==> src/rtl/multi_port_register_file.sv <==
// Multi-port register file with write forwarding, a busy scoreboard
// and same-register write conflict detection.
module multi_port_register_file #(
   parameter int DATA_WIDTH = 32,
   parameter int REG_NUM    = 8,
   parameter int NUM_RD     = 2,
   parameter int NUM_WR     = 2,
   parameter int BYPASS     = 1,
   localparam int AW        = $clog2(REG_NUM)
) (
   input  logic                         clk,
   input  logic                         rst,
   input  logic [NUM_RD*AW-1:0]         rdNum,
   output logic [NUM_RD*DATA_WIDTH-1:0] rdData,
   input  logic [NUM_WR-1:0]            wrEn,
   input  logic [NUM_WR*AW-1:0]         wrNum,
   input  logic [NUM_WR*DATA_WIDTH-1:0] wrData,
   input  logic                         allocEn,
   input  logic [AW-1:0]                allocNum,
   output logic [REG_NUM-1:0]           busy,
   output logic                         wrConflict
);

   logic [DATA_WIDTH-1:0] regs [REG_NUM];
   logic [REG_NUM-1:0]    busyNext;
   logic                  conflictNext;

   // Ascending port order: the higher-index port wins a collision.
   always_ff @(posedge clk or posedge rst) begin
      if (rst) begin
         for (int r = 0; r < REG_NUM; r++) begin
            regs[r] <= '0;
         end
      end else begin
         for (int p = 0; p < NUM_WR; p++) begin
            if (wrEn[p] && (wrNum[p*AW +: AW] != '0)) begin
               regs[wrNum[p*AW +: AW]] <= wrData[p*DATA_WIDTH +: DATA_WIDTH];
            end
         end
      end
   end

   always_comb begin
      rdData = '0;
      for (int i = 0; i < NUM_RD; i++) begin
         if (!rst) begin
            rdData[i*DATA_WIDTH +: DATA_WIDTH] = regs[rdNum[i*AW +: AW]];
            if (BYPASS != 0 && rdNum[i*AW +: AW] != '0) begin
               for (int p = 0; p < NUM_WR; p++) begin
                  if (wrEn[p] && wrNum[p*AW +: AW] == rdNum[i*AW +: AW]) begin
                     rdData[i*DATA_WIDTH +: DATA_WIDTH] =
                        wrData[p*DATA_WIDTH +: DATA_WIDTH];
                  end
               end
            end
         end
      end
   end

   // Completion clears first, then a new alloc re-marks the register.
   always_comb begin
      busyNext = busy;
      for (int p = 0; p < NUM_WR; p++) begin
         if (wrEn[p]) begin
            busyNext[wrNum[p*AW +: AW]] = 1'b0;
         end
      end
      if (allocEn) begin
         busyNext[allocNum] = 1'b1;
      end
      busyNext[0] = 1'b0;
   end

   always_comb begin
      conflictNext = 1'b0;
      for (int p = 0; p < NUM_WR; p++) begin
         for (int q = p + 1; q < NUM_WR; q++) begin
            if (wrEn[p] && wrEn[q] &&
                wrNum[p*AW +: AW] == wrNum[q*AW +: AW] &&
                wrNum[p*AW +: AW] != '0) begin
               conflictNext = 1'b1;
            end
         end
      end
   end

   always_ff @(posedge clk or posedge rst) begin
      if (rst) begin
         busy       <= '0;
         wrConflict <= 1'b0;
      end else begin
         busy       <= busyNext;
         wrConflict <= conflictNext;
      end
   end

endmodule

==> config.mk <==
export PLATFORM = sky130hd
export DESIGN_NAME = multi_port_register_file
export DESIGN_NICKNAME = d
export VERILOG_FILES = /design/src/rtl/multi_port_register_file.sv
export SDC_FILE = /design/constraint.sdc
export NUM_CORES = 1
export LEC_CHECK = 0
export BUFFER_PORTS_ARGS = -buffer_cell sky130_fd_sc_hd__buf_4
export CAP_MARGIN = 10
export CELL_PAD_IN_SITES_DETAIL_PLACEMENT = 1
export CELL_PAD_IN_SITES_GLOBAL_PLACEMENT = 1
export CORE_ASPECT_RATIO = 2
export CORE_MARGIN = 2
export CORE_UTILIZATION = 38
export CTS_CLUSTER_SIZE = 8
export DETAILED_ROUTE_END_ITERATION = 10
export HOLD_SLACK_MARGIN = 0.12
export PLACE_DENSITY = 0.68
export SLEW_MARGIN = 10
export SYNTH_ARGS = -nofsm -noshare
export SYNTH_HDL_FRONTEND = slang
export SYNTH_SLANG_ARGS = --single-unit
==> constraint.sdc <==
create_clock -name clk -period 40.4 [get_ports clk]
set_input_delay 8.08 -clock clk [delete_from_list [all_inputs] [get_ports clk]]
set_output_delay 8.08 -clock clk [all_outputs]
set_load 0.05 [all_outputs]
# Word level (Yosys, flattened, before mapping)
# Index checks and enable logic that the tools add are counted.
[totals]
reg_bits = 264
in_bits = 84
out_inout_bits = 73
elab_cells = 86
[classes]
order_cmp = 12
n_eq_ne = 5
mux = 32
n_bitwise = 9
n_reduce_logical = 18
[ops]
columns = ["op", "n"]
rows = [
  ["256-bit bitwise mux", 2],
  ["256-bit two-way mux", 2],
  ["32-bit two-way mux", 14],
  ["32-bit binary-select mux with 3-bit select", 2],
  ["32-bit demux with 3-bit select", 2],
  ["8-bit two-way mux", 3],
  ["8-bit bitwise AND", 2],
  ["4-bit >= comparator, second input constant", 4],
  ["3-bit NOT with 4-bit output", 4],
  ["8-bit NOT", 2],
  ["3-bit equality test", 5],
  ["1-bit logical AND", 14],
  ["3-bit by 4-bit less-than comparator with 1-bit output, second input constant", 3],
  ["3-bit nonzero test", 4],
  ["1-bit demux with 3-bit select", 3],
  ["3-bit by 1-bit >= comparator with 1-bit output, second input constant", 3],
  ["4-bit by 1-bit less-than comparator with 1-bit output, second input constant", 2],
  ["8-bit OR", 1],
  ["1-bit two-way mux", 4],
]

# Logic depth before layout (Yosys ltp)
# Gate-level depths: netlist of the first run.
[logic_depth]
ltp_word = 11
mapped_depth = 7
mapped_depth_nobuf = 4

# Worst setup path before layout of the first run
# No wires, ideal clock.
[synth_timing]
path_kind = "input to output"
start = "in rst"
end = "out rdData[10]"
arrival_time_ps = 17118
required_ps = 32320
slack_ps = 15202
cell_stages = 5
path_buffers = 1
cell_sequence = "clkinv_1 -> clkbuf_1 -> nand2_1 -> o32a_1 -> o211ai_1"
[synth_via]
elab_chain_len = 1
[synth_lines]
columns = ["item", "line_no", "source"]
rows = [
  ["start, declared", "12", "input logic rst,"],
  ["32-bit two-way mux", "46", "if (!rst) begin"],
  ["end, declared", "14", "output logic [NUM_RD*DATA_WIDTH-1:0] rdData,"],
]
# No other way between the ends.

# Worst setup path in the final report of the first run
[layout_timing]
start = "in rdNum[3]"
end = "out rdData[62]"
[layout_via]
elab_chain_len = 8
word_cells_on_any_way = 13
cone_classes = "eq/ne: 2; mux: 7; bitwise: 1; reduce/logical: 3"
[layout_lines]
columns = ["item", "line_no", "source"]
rows = [
  ["start, declared", "13", "input logic [NUM_RD*AW-1:0] rdNum,"],
  ["3-bit NOT with 4-bit output (not written as such)", "47", "rdData[i*DATA_WIDTH +: DATA_WIDTH] = regs[rdNum[i*AW +: AW]];"],
  ["32-bit binary-select mux with 3-bit select", "47", ""],
  ["32-bit two-way mux (not written as such) (2 in a row)", "47", ""],
  ["32-bit two-way mux (2 in a row)", "50", "if (wrEn[p] && wrNum[p*AW +: AW] == rdNum[i*AW +: AW]) begin"],
  ["32-bit two-way mux *", "48", "if (BYPASS != 0 && rdNum[i*AW +: AW] != '0) begin"],
  ["32-bit two-way mux *", "46", ""],
]
# Every way passes the cells marked *; elsewhere a longest branch is shown, timed or not. The select of a mux whose other input is x is not followed.

==> flow_summary.yaml, run 1 <==
outcome:
  status: "complete, no violations"
power_and_ir_drop:
  p_leak_nw: 9.24
  ir_drop_uv: 29.4
  power_density_nw_per_um2: 45.6
  p_total_w: 0.000933
cts:
  clkSlewWorstSetupHoldPaths_ns: 0.05
  clock-sinks: 264
  cts_setup_buffers: 0
  cts_buffers: 38
  cts-resized-gates: 0
  cts-root-to-sink-buffers: 3
  h-tree-depth: 2
  clk_latency_ns: 0.53
  hold_buffers: 0
  cts_tree: "built"
  clock_tree.root_cell: "clkbuf_16"
timing:
  fmax_ghz: 0.0514
  setup_viol: 0
  rsz0062_at_grt: "false"
  clock-skew-final_ns: 0
  timing.slew.headroom: 0.264
  drv_slew: 0
  hold_violations: 0
  fin_ws_ns: 20.95
  tightestPinTransition_ns: 1.10
  fin_crit_ns: 19.45
  period_share: 0.481
  fin_setup_tns_ns: 0
setup_path:
  criticalPathCategory: "primary input to output pin"
  worst_setup_path_start_kind: "primary input"
  critPathMaxFanout: 33
  crit_top_cell: "buf_4"
  path_cells: "buf_4 -> buf_4 -> xnor2_1 -> nand4_1 -> buf_4 -> a21o_1 -> buf_4 -> a22oi_1 -> buf_4"
  arrival_ns: 11.37
  crit_path_end_kind: "output pin"
  crit_family: "buffers and inverters"
  cp.required_ns: 32.32
  max_stage_delay_ns: 0.60
  crit_slowest_cell: "buf_4"
  crit_buf_inv: 5
global_routing:
  grt_pass1_vias: 17200
  grtUsageMet3: 0.0372
  busiest_layer: "met2"
  grt_pass1_wl_mm: 110
  overflow: 0
  grt_max_degree: 102
  grtUsageTotal: 0.298
  antenna_found_initial: 5
  met2_usage: 0.527
  met1_usage: 0.350
placement:
  globalplace.congestion: 0.823
  place_hpwl_mm: 44.4
  dp.cells: 2410
  preCtsSetupSlack_ns: 20.94
  port_buffers: 155
floorplanning:
  core_um2: 47400
  num_io_pins: 157
  start_util: 0.383
  std_cell_rows: 113
  die_w_um: 158
  die_area_um2: 49600
  die_y_um: 313
yosys:
  ys_ff_latch: 264
  synth_top_family_by_area: "multiplexers"
  synth.avg_cell_area_um2: 9.88
  synth_fa_ha_area_frac: 0
  synthMuxAreaShare: 0.313
  synth_cell_types: 44
  synth_fp_nets: 1919
  syn-instance-count: 1835
  synth_compound_area_frac: 0.143
  ys.flop_type: "dfrtp_1"
  synth_edf_count: 0
  synth-xor-area-share: 0.00863
  yosys_warnings: 0
  ys_seq_area_frac: 0.365
  synth-simple-area-share: 0.107
  synth-async-reset-ratio: 1.00
  netlist_area_um2: 18100
layout:
  stdcell_count: 2454
  final_util: 0.432
  multi_input_area_um2: 10500
  final_common_cell: "mux2i_1"
  nFillCells: 5219
  seq_area_um2: 6610
  syn2layout_area_growth_pct: 12.9
  final_cell_mix: "mux2i_1 (365), dfrtp_1 (264), buf_4 (204)"
  nets: 1902
  drive_gt1_frac: 0.209
routing:
  num_vias: 15900
  drt-total-wl_mm: 73.6
  drt-wirelength-per-cell_um: 30.0
  vias_per_cell: 6.49
  post-route-drc-count: 0
  ant_nets: 0
  first_pass_iters: 5
  drtIter0Drc: 1104
worst_hold_path:
  min_path_type: "register to register"
run:
  cap_violations: 0
==> sequential cells by signal (all words and copies together), names as in the netlist <==
signal,cells
regs,256
wrConflict,1
busy,7
==> power by group <==
group          total (W)  switching [W]  internal [W]
clock           0.000299       0.000122      0.000177
sequential      0.000360      0.0000436      0.000316
combinational   0.000274       0.000160      0.000114
==> cells by family after synthesis <==
family / Yosys count
AO/OA/AOI/OAI: 426
XOR/XNOR: 14
buffers and inverters: 266
flip-flops: 264
multiplexers: 463
other: 1
AND/OR/NAND/NOR: 401
==> synthesized netlist by cell type, drive strengths merged (3+ instances only) <==
| library cell | instances | area (µm²) |
|---|---|---|
| mux2i | 365 | 3650 |
| dfrtp | 264 | 6610 |
| clkbuf | 164 | 623 |
| o21ai | 164 | 821 |
| nor2 | 133 | 499 |
| a21oi | 128 | 641 |
| nand2 | 121 | 454 |
| buf | 97 | 510 |
| mux4 | 81 | 1820 |
| nand4 | 55 | 344 |
| a221oi | 47 | 412 |
| a22oi | 47 | 353 |
| nor2b | 34 | 213 |
| nand3 | 21 | 105 |
| mux2 | 17 | 191 |
| or4b | 17 | 170 |
| o211ai | 16 | 120 |
| o32a | 16 | 160 |
| xnor2 | 13 | 148 |
| nand4b | 5 | 43.8 |
| inv | 4 | 15.0 |
| nand2b | 4 | 25.0 |
| nor4bb | 4 | 40.0 |
| nor3 | 3 | 25.0 |
| or3 | 3 | 18.8 |
==> layout make-up <==
| class | instances | area share |
|---|---|---|
| Inverter | 5 | 0.00128 |
| Sequential cell | 264 | 0.323 |
| Antenna cell | 3 | 0.000367 |
| Clock buffer | 41 | 0.0501 |
| Timing Repair Buffer | 204 | 0.0748 |
| Multi-Input combinational cell | 1305 | 0.512 |
| Tap cell | 632 | 0.0386 |
==> final timing paths <==
path	from	to	slack (ns)	depth (start not counted)
worst min-delay path	regs[243]	regs[243]	0.40	0
worst max register to register	regs[222]	regs[222]	39.50	2
min in group asynchronous	rst	regs[226]	7.79	2
max in group asynchronous	rst	regs[146]	30.44	4
worst min register to register	regs[243]	regs[243]	0.40	0
worst max-delay path	rdNum[3]	rdData[62]	20.95	9
==> routing by layer <==
layer	vias up	wire length, µm
met1	8284	27300
met4	2	4110
met5	-	11
met3	253	3910
li1	6704	-
met2	674	38300
==> per-stage QoR <==
step | area [µm²] | hold WS, ns
after global placement | 19400 | 0.385
after detailed placement | 19400 | 0.391
after global routing | 20500 | 0.407
final | 20500 | 0.401
after CTS | 20500 | 0.400
after floorplan | 18100 | 0.449
Power figures use the tool's default switching activity.
==> inputs of run 2 (changes only) <==
- clock period: 40.4 -> 19.6 ns (I/O delays scaled with it)
==> flow_summary.yaml, run 2 (same netlist as run 1, synthesis figures left out) <==
outcome:
  status: "complete, no violations"
layout:
  stdcell_count: 2452
  drive_gt1_frac: 0.209
  largest_reg_flops: 256
  nets: 1902
  top_regs: "regs (256), busy (7), wrConflict (1)"
  final_cell_mix: "mux2i_1 (365), dfrtp_1 (264), buf_4 (204)"
  regMostFlops: "regs"
  final_common_cell: "mux2i_1"
  syn2layout_area_growth_pct: 12.9
global_routing:
  grt_pass1_vias: 17500
  grt_max_degree: 102
  overflow: 0
  grt_pass1_wl_mm: 111
  grtUsageTotal: 0.301
  antenna_found_initial: 2
timing:
  fin_ws_ns: 8.43
  hold_ws_ns: 0.400
  period_share: 0.570
  clock-skew-final_ns: 0
  rsz0062_at_grt: "false"
  tightestPinTransition_ns: 1.11
  hold_violations: 0
  fmax_ghz: 0.0895
  timing.slew.headroom: 0.260
  setup_viol: 0
  fin_setup_tns_ns: 0
  drv_slew: 0
  fin_crit_ns: 11.17
power_and_ir_drop:
  ir_drop_uv: 51.5
  p_leak_nw: 9.24
  p_total_w: 0.00192
  power_density_nw_per_um2: 94.0
routing:
  vias_per_cell: 6.47
  num_vias: 15900
  ant_nets: 0
  drt-total-wl_mm: 73.9
  drt-wirelength-per-cell_um: 30.1
  post-route-drc-count: 0
  drtIter0Drc: 1108
  first_pass_iters: 7
cts:
  clock_tree.root_cell: "clkbuf_16"
  cts-root-to-sink-buffers: 3
  cts_setup_buffers: 0
  cts-resized-gates: 0
  cts_tree: "built"
  hold_buffers: 0
  clkSlewWorstSetupHoldPaths_ns: 0.05
  clock-sinks: 264
  h-tree-depth: 2
  cts_buffers: 38
  clk_latency_ns: 0.55
run:
  cap_violations: 0
floorplanning:
  start_util: 0.383
  std_cell_rows: 113
  die_y_um: 313
  num_io_pins: 157
  die_area_um2: 49600
  core_um2: 47400
  die_w_um: 158
placement:
  port_buffers: 155
  dp.cells: 2410
  preCtsSetupSlack_ns: 8.44
  place_hpwl_mm: 44.2
  globalplace.congestion: 0.823
setup_path:
  criticalPathCategory: "primary input to output pin"
  r2r_slack_ns: 18.75
  cp-startpoint: "rdNum[3]"
  worst_setup_path_start_kind: "primary input"
  critPathMaxFanout: 33
  arrival_ns: 7.25
  cp.required_ns: 15.68
  regToRegStartpoint: "regs[197]"
  crit_path_end_kind: "output pin"
  reg2reg_to: "regs[197]"
  cp-endpoint: "rdData[62]"
  rr_worst_depth: 2
worst_hold_path:
  min-delay-start: "regs[244]"
  min_path_type: "register to register"
run 2: area by class of cell:
class                   instances  area, µm²
clock buffers                  41       1030
inverters                       5       26.3
diodes                          1       2.50
flip-flops and latches        264       6610
fillers                      5213      26900
repair buffers                204       1530
multi-input cells            1305      10500
well taps                     632        791
run 2: how the worst min path moves through the flow:
| stage | endpoint | cells after the start |
|---|---|---|
| after floorplan | regs[240] | 1 |
| after global placement | regs[242] | 0 |
| after detailed placement | regs[245] | 0 |
| after CTS | regs[245] | 0 |
| after global routing | regs[245] | 0 |
| final | regs[244] | 0 |
run 2: layer usage:
layer / routed length [µm] / track usage
met5: 11 / 0
met1: 27500 / 0.356
met3: 4080 / 0.0369
met4: 3960 / 0.153
met2: 38300 / 0.529
run 2: critical path, stage by stage:
cell	delay, ns
buf_4	0.31
buf_4	0.58
xnor2_1	0.13
nand4_1	0.11
buf_4	0.60
a21o_1	0.62
buf_4	0.43
a22oi_1	0.22
buf_4	0.26
run 2: metrics by stage:
| stage | util | area, µm² |
|---|---|---|
| 2_1_floorplan | - | 18100 |
| 3_3_place_gp | 0.410 | 19400 |
| 3_5_place_dp | 0.410 | 19400 |
| 4_1_cts | 0.432 | 20500 |
| 5_1_grt | 0.432 | 20500 |
| 6_report | 0.432 | 20500 |
run 2: report_power, final:
part | internal, W | switching, W | leakage [nW] | total, W
registers | 0.000652 | 0.0000892 | 3.17 | 0.000741
clock network | 0.000364 | 0.000253 | 0.505 | 0.000617
logic | 0.000235 | 0.000331 | 5.56 | 0.000566
==> inputs of run 3 (changes only) <==
- clock period: 19.6 -> 11.1 ns (I/O delays scaled with it)
==> flow_summary.yaml, run 3 (same netlist as run 1, synthesis figures left out) <==
outcome:
  status: "complete, no violations"
layout:
  largest_reg_flops: 256
  final_cell_mix: "mux2i_1 (365), dfrtp_1 (264), buf_4 (199)"
  final_util: 0.431
  drive_gt1_frac: 0.207
  top_regs: "regs (256), busy (7), wrConflict (1)"
  nets: 1898
  design_area_um2: 20400
  final_common_cell: "mux2i_1"
  syn2layout_area_growth_pct: 12.5
  diodes: 0
  nFillCells: 5276
  regMostFlops: "regs"
cts:
  h-tree-depth: 2
  cts_tree: "built"
  cts-resized-gates: 0
  clk_latency_ns: 0.53
  clock_tree.root_cell: "clkbuf_16"
  cts-root-to-sink-buffers: 3
  clock-sinks: 264
  clkSlewWorstSetupHoldPaths_ns: 0.05
  cts_setup_buffers: 0
  hold_buffers: 0
  cts_buffers: 38
timing:
  clock-skew-final_ns: 0
  fmax_ghz: 0.129
  tightestPinTransition_ns: 1.04
  drv_slew: 0
  fin_setup_tns_ns: 0
  rsz0062_at_grt: "false"
  timing.slew.headroom: 0.305
  period_share: 0.698
  setup_viol: 0
  fin_ws_ns: 3.35
  hold_ws_ns: 0.400
  hold_violations: 0
  fin_crit_ns: 7.75
setup_path:
  crit_path_end_kind: "output pin"
  regToRegStartpoint: "regs[158]"
  reg2reg_to: "regs[158]"
  worst_setup_path_start_kind: "primary input"
  critPathMaxFanout: 33
  arrival_ns: 5.53
  r2r_slack_ns: 10.27
  cp.required_ns: 8.88
  rr_worst_depth: 2
  criticalPathCategory: "primary input to output pin"
floorplanning:
  die_w_um: 158
  std_cell_rows: 113
  core_um2: 47400
  die_y_um: 313
  die_area_um2: 49600
  start_util: 0.383
  num_io_pins: 157
routing:
  drtIter0Drc: 1119
  post-route-drc-count: 0
  drt-total-wl_mm: 72.7
  ant_nets: 0
  vias_per_cell: 6.45
  first_pass_iters: 6
  num_vias: 15800
  drt-wirelength-per-cell_um: 29.7
global_routing:
  overflow: 0
  grt_pass1_vias: 17200
  grt_max_degree: 153
  grt_pass1_wl_mm: 109
  grtUsageTotal: 0.296
  antenna_found_initial: 0
placement:
  preCtsSetupSlack_ns: 3.41
  globalplace.congestion: 0.810
  place_hpwl_mm: 43.5
  port_buffers: 155
  post_dp_cell_area_um2: 19400
power_and_ir_drop:
  power_density_nw_per_um2: 165
  ir_drop_uv: 106
  p_leak_nw: 9.21
worst_hold_path:
  hold_end: "regs[250]"
  min-delay-start: "regs[250]"
  hold_path_depth: 0
  min_path_type: "register to register"
run:
  cap_violations: 0
==> run 3: critical path: stages <==
cell and delay [ns]:
buf_4 0.36, buf_4 0.56, xnor2_4 0.32, nand4_1 0.16
buf_4 0.29, nand2b_1 0.69, o211ai_1 0.62, buf_4 0.29
==> run 3: layout make-up <==
| class | instances | area, µm² | share of cell area |
|---|---|---|---|
| Multi-Input combinational cell | 1305 | 10500 | 0.514 |
| Sequential cell | 264 | 6610 | 0.324 |
| Timing Repair Buffer | 200 | 1510 | 0.0742 |
| Clock buffer | 39 | 976 | 0.0478 |
| Tap cell | 632 | 791 | 0.0388 |
| Inverter | 5 | 26.3 | 0.00129 |
| Clock inverter | 1 | 8.76 | 0.000429 |
==> run 3: stage by stage <==
| stage | std cells | total power, W |
|---|---|---|
| 6_report | 2446 | 0.00337 |
| 5_1_grt | 2446 | 0.00350 |
| 4_1_cts | 2446 | 0.00338 |
| 3_5_place_dp | 2406 | 0.00232 |
| 3_3_place_gp | 2406 | 0.00227 |
| 2_1_floorplan | 1835 | 0.00198 |
==> run 3: where the power goes <==
| group | switching (W) | internal, W | leakage (nW) |
|---|---|---|---|
| Sequential | 0.000155 | 0.00115 | 3.17 |
| Clock | 0.000447 | 0.000615 | 0.485 |
| Combinational | 0.000585 | 0.000415 | 5.55 |
==> run 3: worst max-delay path by stage <==
| stage | start | end | slack (ns) | depth (start not counted) |
|---|---|---|---|---|
| after detailed placement | rdNum[1] | rdData[0] | 3.41 | 8 |
| after global routing | rdNum[0] | rdData[31] | 3.29 | 7 |
| after CTS | rdNum[1] | rdData[0] | 3.40 | 8 |
| final | rdNum[1] | rdData[12] | 3.35 | 8 |
| after global placement | rdNum[1] | rdData[0] | 3.41 | 8 |
| after floorplan | rst | rdData[10] | 1.89 | 5 |
==> run 3: per-layer routing <==
layer  vias to the layer above  part of all wire  track usage
li1                       6704                 -            -
met1                      8148              0.37        0.350
met2                       687              0.52        0.520
met3                       242             0.055       0.0336
met4                         0             0.055        0.153
met5                         -                 0            0
